--- src/rtl/pipe_hazard_unit.sv ---
// Hazard detection and forwarding unit for a classic 5-stage pipeline.
// Tracks the instructions in EX, MEM and WB as three shadow slots and
// derives load-use stalls, branch flushes and operand forwarding selects
// combinationally from those slots and the instruction currently in ID.
module pipe_hazard_unit #(
    parameter int REG_AW   = 3,
    parameter int CNT_W    = 16,
    parameter int ZERO_REG = 1
) (
    input  logic              clk,
    input  logic              reset,
    input  logic              id_valid,
    input  logic [REG_AW-1:0] id_rs,
    input  logic [REG_AW-1:0] id_rt,
    input  logic              id_use_rs,
    input  logic              id_use_rt,
    input  logic [REG_AW-1:0] id_rd,
    input  logic              id_regwrite,
    input  logic              id_memread,
    input  logic              ex_branch_taken,
    output logic              stall,
    output logic              flush_if_id,
    output logic              bubble_id_ex,
    output logic [1:0]        fwd_a,
    output logic [1:0]        fwd_b,
    output logic [CNT_W-1:0]  stall_cnt,
    output logic [CNT_W-1:0]  flush_cnt
);

    typedef struct packed {
        logic              valid;
        logic [REG_AW-1:0] rs;
        logic [REG_AW-1:0] rt;
        logic              use_rs;
        logic              use_rt;
        logic [REG_AW-1:0] rd;
        logic              regwrite;
        logic              memread;
    } slot_t;

    localparam int EX  = 0;
    localparam int MEM = 1;
    localparam int WB  = 2;

    slot_t            slot_q [3];
    slot_t            slot_d [3];
    logic [2:0]       wsrc;
    logic             load_use;
    logic [1:0]       fwd_sel [2];
    logic [CNT_W-1:0] stall_cnt_q, stall_cnt_d;
    logic [CNT_W-1:0] flush_cnt_q, flush_cnt_d;

    // A slot only produces a value worth forwarding/stalling on if it
    // really writes a register other than the hardwired zero register.
    genvar gi;
    generate
        for (gi = 0; gi < 3; gi++) begin : g_wsrc
            assign wsrc[gi] = slot_q[gi].valid & slot_q[gi].regwrite &
                              ((ZERO_REG == 0) | (slot_q[gi].rd != '0));
        end
    endgenerate

    // Load in EX whose destination is read by ID: the value is not ready
    // until the load reaches WB, so ID must wait one cycle.
    always_comb begin
        load_use = id_valid & wsrc[EX] & slot_q[EX].memread &
                   (((slot_q[EX].rd == id_rs) & id_use_rs) |
                    ((slot_q[EX].rd == id_rt) & id_use_rt));
    end

    // Pipeline control; a taken branch wins over a load-use stall because
    // the stalled ID instruction is on the wrong path anyway.
    always_comb begin
        stall        = 1'b0;
        flush_if_id  = 1'b0;
        bubble_id_ex = 1'b0;
        if (reset) begin
            if (ex_branch_taken) begin
                flush_if_id  = 1'b1;
                bubble_id_ex = 1'b1;
            end else if (load_use) begin
                stall        = 1'b1;
                bubble_id_ex = 1'b1;
            end
        end
    end

    // Operand forwarding for rs (gi=0) and rt (gi=1). The younger producer
    // in MEM wins over WB; a load in MEM has no ALU result to forward, and
    // the load-use stall guarantees it is picked up from WB instead.
    generate
        for (gi = 0; gi < 2; gi++) begin : g_fwd
            logic [REG_AW-1:0] src;
            logic              use_src;
            assign src     = (gi == 0) ? slot_q[EX].rs : slot_q[EX].rt;
            assign use_src = (gi == 0) ? slot_q[EX].use_rs : slot_q[EX].use_rt;

            // Select the freshest available copy of this source operand.
            always_comb begin
                fwd_sel[gi] = 2'd0;
                if (reset && slot_q[EX].valid && use_src) begin
                    if (wsrc[MEM] && !slot_q[MEM].memread && slot_q[MEM].rd == src)
                        fwd_sel[gi] = 2'd1;
                    else if (wsrc[WB] && slot_q[WB].rd == src)
                        fwd_sel[gi] = 2'd2;
                end
            end
        end
    endgenerate

    assign fwd_a = fwd_sel[0];
    assign fwd_b = fwd_sel[1];

    // Slot advance: MEM->WB and EX->MEM always; ID->EX unless bubbled.
    always_comb begin
        slot_d[WB]          = slot_q[MEM];
        slot_d[MEM]         = slot_q[EX];
        slot_d[EX].valid    = id_valid & ~bubble_id_ex;
        slot_d[EX].rs       = id_rs;
        slot_d[EX].rt       = id_rt;
        slot_d[EX].use_rs   = id_use_rs;
        slot_d[EX].use_rt   = id_use_rt;
        slot_d[EX].rd       = id_rd;
        slot_d[EX].regwrite = id_regwrite;
        slot_d[EX].memread  = id_memread;
    end

    // Slot registers; reset empties the pipeline immediately.
    always_ff @(posedge clk or negedge reset) begin
        if (!reset) begin
            for (int i = 0; i < 3; i++) slot_q[i] <= '0;
        end else begin
            for (int i = 0; i < 3; i++) slot_q[i] <= slot_d[i];
        end
    end

    // Saturating event counter next-state.
    always_comb begin
        stall_cnt_d = stall_cnt_q;
        flush_cnt_d = flush_cnt_q;
        if (stall && stall_cnt_q != '1)
            stall_cnt_d = stall_cnt_q + 1'b1;
        if (flush_if_id && flush_cnt_q != '1)
            flush_cnt_d = flush_cnt_q + 1'b1;
    end

    // Event counter registers.
    always_ff @(posedge clk or negedge reset) begin
        if (!reset) begin
            stall_cnt_q <= '0;
            flush_cnt_q <= '0;
        end else begin
            stall_cnt_q <= stall_cnt_d;
            flush_cnt_q <= flush_cnt_d;
        end
    end

    assign stall_cnt = stall_cnt_q;
    assign flush_cnt = flush_cnt_q;

endmodule

--- config.mk ---
export PLATFORM = sky130hd
export DESIGN_NAME = pipe_hazard_unit
export DESIGN_NICKNAME = d
export VERILOG_FILES = /design/src/rtl/pipe_hazard_unit.sv
export SDC_FILE = /design/constraint.sdc
export NUM_CORES = 1
export LEC_CHECK = 0
export CORE_ASPECT_RATIO = 1.25
export CORE_UTILIZATION = 50
export DETAILED_ROUTE_END_ITERATION = 6
export GPL_ROUTABILITY_DRIVEN = 0
export PLACE_DENSITY = 0.9
export SYNTH_ARGS = -nofsm -noshare
export SYNTH_HDL_FRONTEND = slang
export SYNTH_SLANG_ARGS = --single-unit
--- constraint.sdc ---
create_clock -name clk -period 2.1 [get_ports clk]
set_input_delay 0.42 -clock clk [delete_from_list [all_inputs] [get_ports clk]]
set_output_delay 0.42 -clock clk [all_outputs]
set_load 0.005 [all_outputs]
==> results by group <==
Outcome
  • Status: finished, violations left
  • Failing checks: negative setup slack

GRT
  • Vias in the first global route: 1969
  • Largest net degree at the start of global routing: 14
  • Initial antenna violation count: 0
  • GR Overflow Total: 0
  • Gr usage total: 0.238
  • First-pass GRT wire length: around 9100 um

Yosys
  • Post-synthesis compound-gate area fraction: 0.0377
  • Cell count after synthesis: slightly above 200
  • Post-synth top area cell: dfrtp_1
  • Synth area leaders: dfrtp_1 (57%), xnor2_1 (14%), nand4_1 (4.0%)
  • Combinational family with the most area after synthesis: simple AND/OR/NAND/NOR gates
  • Synth top area share: 0.573
  • Mux contribution to synthesized area: 0.0105
  • Most common cell in the synthesized netlist: dfrtp_1
  • Predominant post-synthesis flop cell: dfrtp_1
  • Number of synthesized flops with an enable pin: 0
  • Synth Register Bits: 57
  • Async SR Flop Fraction: 1.00
  • Post-synthesis cell area: roughly 0.0025 sq mm
  • Commonest cells in the netlist: dfrtp_1 (57), xnor2_1 (40), nand4_1 (16), nand2_1 (13), nand3_1 (11)
  • Synth Area in Adders: 0.0100
  • Syn nets: between 200 and 250
  • Syn. warnings: 0
  • Mean Syn Cell Area: ~12 sq um
  • Post-synthesis cell type count: 34
  • Xor/xnor share of the synthesized area: 0.162
  • Sequential area share after synthesis: 0.573
  • Post-synthesis simple-gate area fraction: 0.200

Detailed routing
  • Number of vias per cell: 5.28
  • Vias: just under 2000
  • Wirelength, routed: 5490 um
  • First drt pass iteration count: 4
  • Met1 WL: between 2000 and 2500 um
  • Wire per inst: roughly 15 um
  • # DRC: 0
  • Routed Antenna Nets: 0
  • Top layer in use: met4
  • Met3 WL post-DR: 234 um
  • Met2 WL: around 3000 um
  • DR iter-0 viols: just over 90

Placed design
  • Post-placement cell area: 0.00330 sq mm
  • Port Buffer Count: between 50 and 60
  • DPL Wire Length: 3960 um
  • Dpl cells: about 350

Final layout
  • Post-Layout Cell Count: about 370
  • FF+latch area: about 0.0014 sq mm
  • Final std cell area, no fill: ~0.0036 sq mm
  • Layout cells sized above 1: 0.250
  • Diode count: 0
  • Multi-input gate area: around 0.0011 sq mm
  • Area Growth Syn to Fin: 44.4%
  • Final #Nets: 322
  • Fillers: ~320

Timing
  • Final Slew Violations: 0
  • Worst rel slew slack: 0.694
  • WHS: about 0.12 ns
  • Hold Violations, Final: 0
  • Final Worst Setup Slack: -0.0732 ns
  • Clock skew: roughly 0.0053 ns
  • Final Cycle Share: 1.03
  • Fmax: ~460 MHz
  • Worst-margin pin slew: around 0.45 ns
  • Unrepaired setup endpoints after global routing: yes
  • Setup violations, final: 2
  • Fin crit period: around 2.2 ns

Power and ir drop
  • Gate power share: 0.138
  • Leakage: between 1.5 and 2 nW
  • Design Power: approximately 0.0027 W
  • Max IR drop VDD: a little under 0.5 mV
  • Seq pwr share: 0.479
  • Psw: ~0.00062 W
  • Clock share of power: 0.383
  • PD cells: approximately 740 mW/mm^2
  • Sw Ratio: 0.233
  • Cell-internal power: slightly above 0.002 W

Die
  • Number of top-level pins: 56
  • Die footprint: around 0.0053 sq mm
  • Chip Width: between 60 and 70 um
  • Core area: 0.00476 sq mm
  • Chip Height: around 81 um
  • Initial Util: 0.523
  • Cell row count: 28

Worst setup path
  • R2R setup slack: roughly 0.19 ns
  • Slowest-stage cell, CP: dfrtp_2
  • Length in cells of the worst reg-to-reg path: 7
  • Setup crit end kind: output pin
  • CP Class: reg2out
  • Worst path max stage delay: 0.44 ns
  • Crit path from: slot_d[17]$_DFF_PN0_
  • Worst path arrival time: about 1.8 ns
  • FF-to-FF End: stall_cnt[1]$_DFFE_PN0P_
  • Critical path fanouts, max: 3
  • R2R Path Start: slot_d[17]$_DFF_PN0_
  • Cells along the critical path: xnor2_2 > nand4_1 > a211oi_4 > o21a_1 > buf_2
  • Startpoint types: register
  • Crit path capture: bubble_id_ex
  • Critical Path RT: about 1.7 ns

Clock tree
  • Clk sink count: 57
  • Worst skew pair latency: approximately 0.32 ns
  • CTS tree: yes
  • H-tree levels: 3
  • Root buffer cell: clkbuf_8
  • Clock tree buffer depth: 2
  • # hold bufs at CTS: 0
  • CTS buffer count: 9
  • Clock-pin slew on the worst setup and hold paths: 0.06 ns

Job
  • Number of max-cap violations: 0

Worst hold path
  • Hold WC Path Type: in2async
-- area by class of cell --
type,instances,share of cell area
multi-input combinational,145,0.306
clock inverter,2,0.00974
clock buffer,14,0.0480
tap,60,0.0209
timing repair buffer,88,0.217
inverter,2,0.00209
sequential,57,0.397
-- cell families after synthesis --
family | Yosys count
compound gates | 11
mux | 2
buf+inv | 3
xor+xnor | 46
simple gates | 84
flops | 57
fa+ha+maj | 2
-- what timing repair did --
item	4_1_cts	5_1_grt
resized for setup	27	5
pin swaps	15	12
buffers inserted	6	1
endpoints found under the setup margin	7	4
gates cloned	0	0
-- metal layers --
metal  vias to the layer above  GRT usage
li1                        930          -
met1                       938      0.272
met2                        59      0.422
met3                        16     0.0674
met4                         0     0.0935
met5                         -          0
-- cell usage in the layout (no fill, tap or decap), drive strengths merged, types with 3 or more instances in the layout --
cell type,count
and2,3
and3,10
buf,36
clkbuf,14
clkdlybuf4s50,41
dfrtp,57
dlygate4sd2,9
nand2,14
nand3,19
nand4,16
nor2,7
nor3,5
nor4,4
xnor2,40
xor2,6
-- worst min path at each step --
| stage | startpoint | end | cells past startpoint |
|---|---|---|---|
| 3_3_place_gp | slot_d[13]$_DFF_PN0_ | slot_q[13]$_DFF_PN0_ | 0 |
| 6_report | reset | g_fwd[1].use_src$_DFF_PN0_ | 2 |
| 3_5_place_dp | slot_d[13]$_DFF_PN0_ | slot_q[13]$_DFF_PN0_ | 0 |
| 4_1_cts | reset | slot_q[13]$_DFF_PN0_ | 2 |
| 2_1_floorplan | reset | flush_cnt[0]$_DFFE_PN0P_ | 0 |
| 5_1_grt | reset | slot_q[13]$_DFF_PN0_ | 2 |
-- stage by stage --
stage / utilization / worst slack (ns) / TNS (ns)
after floorplan: - / 0.237 / 0
after global placement: 0.692 / -0.596 / -2.54
after detailed placement: 0.692 / -0.642 / -3.38
after CTS: 0.749 / -0.147 / -0.377
after global routing: 0.755 / -0.189 / -0.339
final: 0.755 / -0.0732 / -0.139
-- sequential cells by signal (all words and copies together), names as in the netlist --
register and flops:
stall_cnt 16, g_fwd.use_src 2, flush_cnt 16, slot_q 5
slot_d 12, g_fwd.src 6
-- power by group through the flow --
stage,sequential [W],clock (W),combinational [W]
3_3_place_gp,0.00130,0,0.000344
6_report,0.00128,0.00103,0.000369
5_1_grt,0.00130,0.00111,0.000412
3_5_place_dp,0.00130,0,0.000355
4_1_cts,0.00128,0.00105,0.000369
2_1_floorplan,0.00129,0,0.000125
-- worst max-delay path: cells and delay by family (launching register included) --
family / cells / cell delay, ns
and+or+nand+nor: 1 / 0.19
AOI/OAI and AO/OA: 2 / 0.52
DFF: 1 / 0.44
xor gates and xnor gates: 1 / 0.16
buffers and inverters: 1 / 0.12
Note: power is estimated with default switching activity, not from simulation.
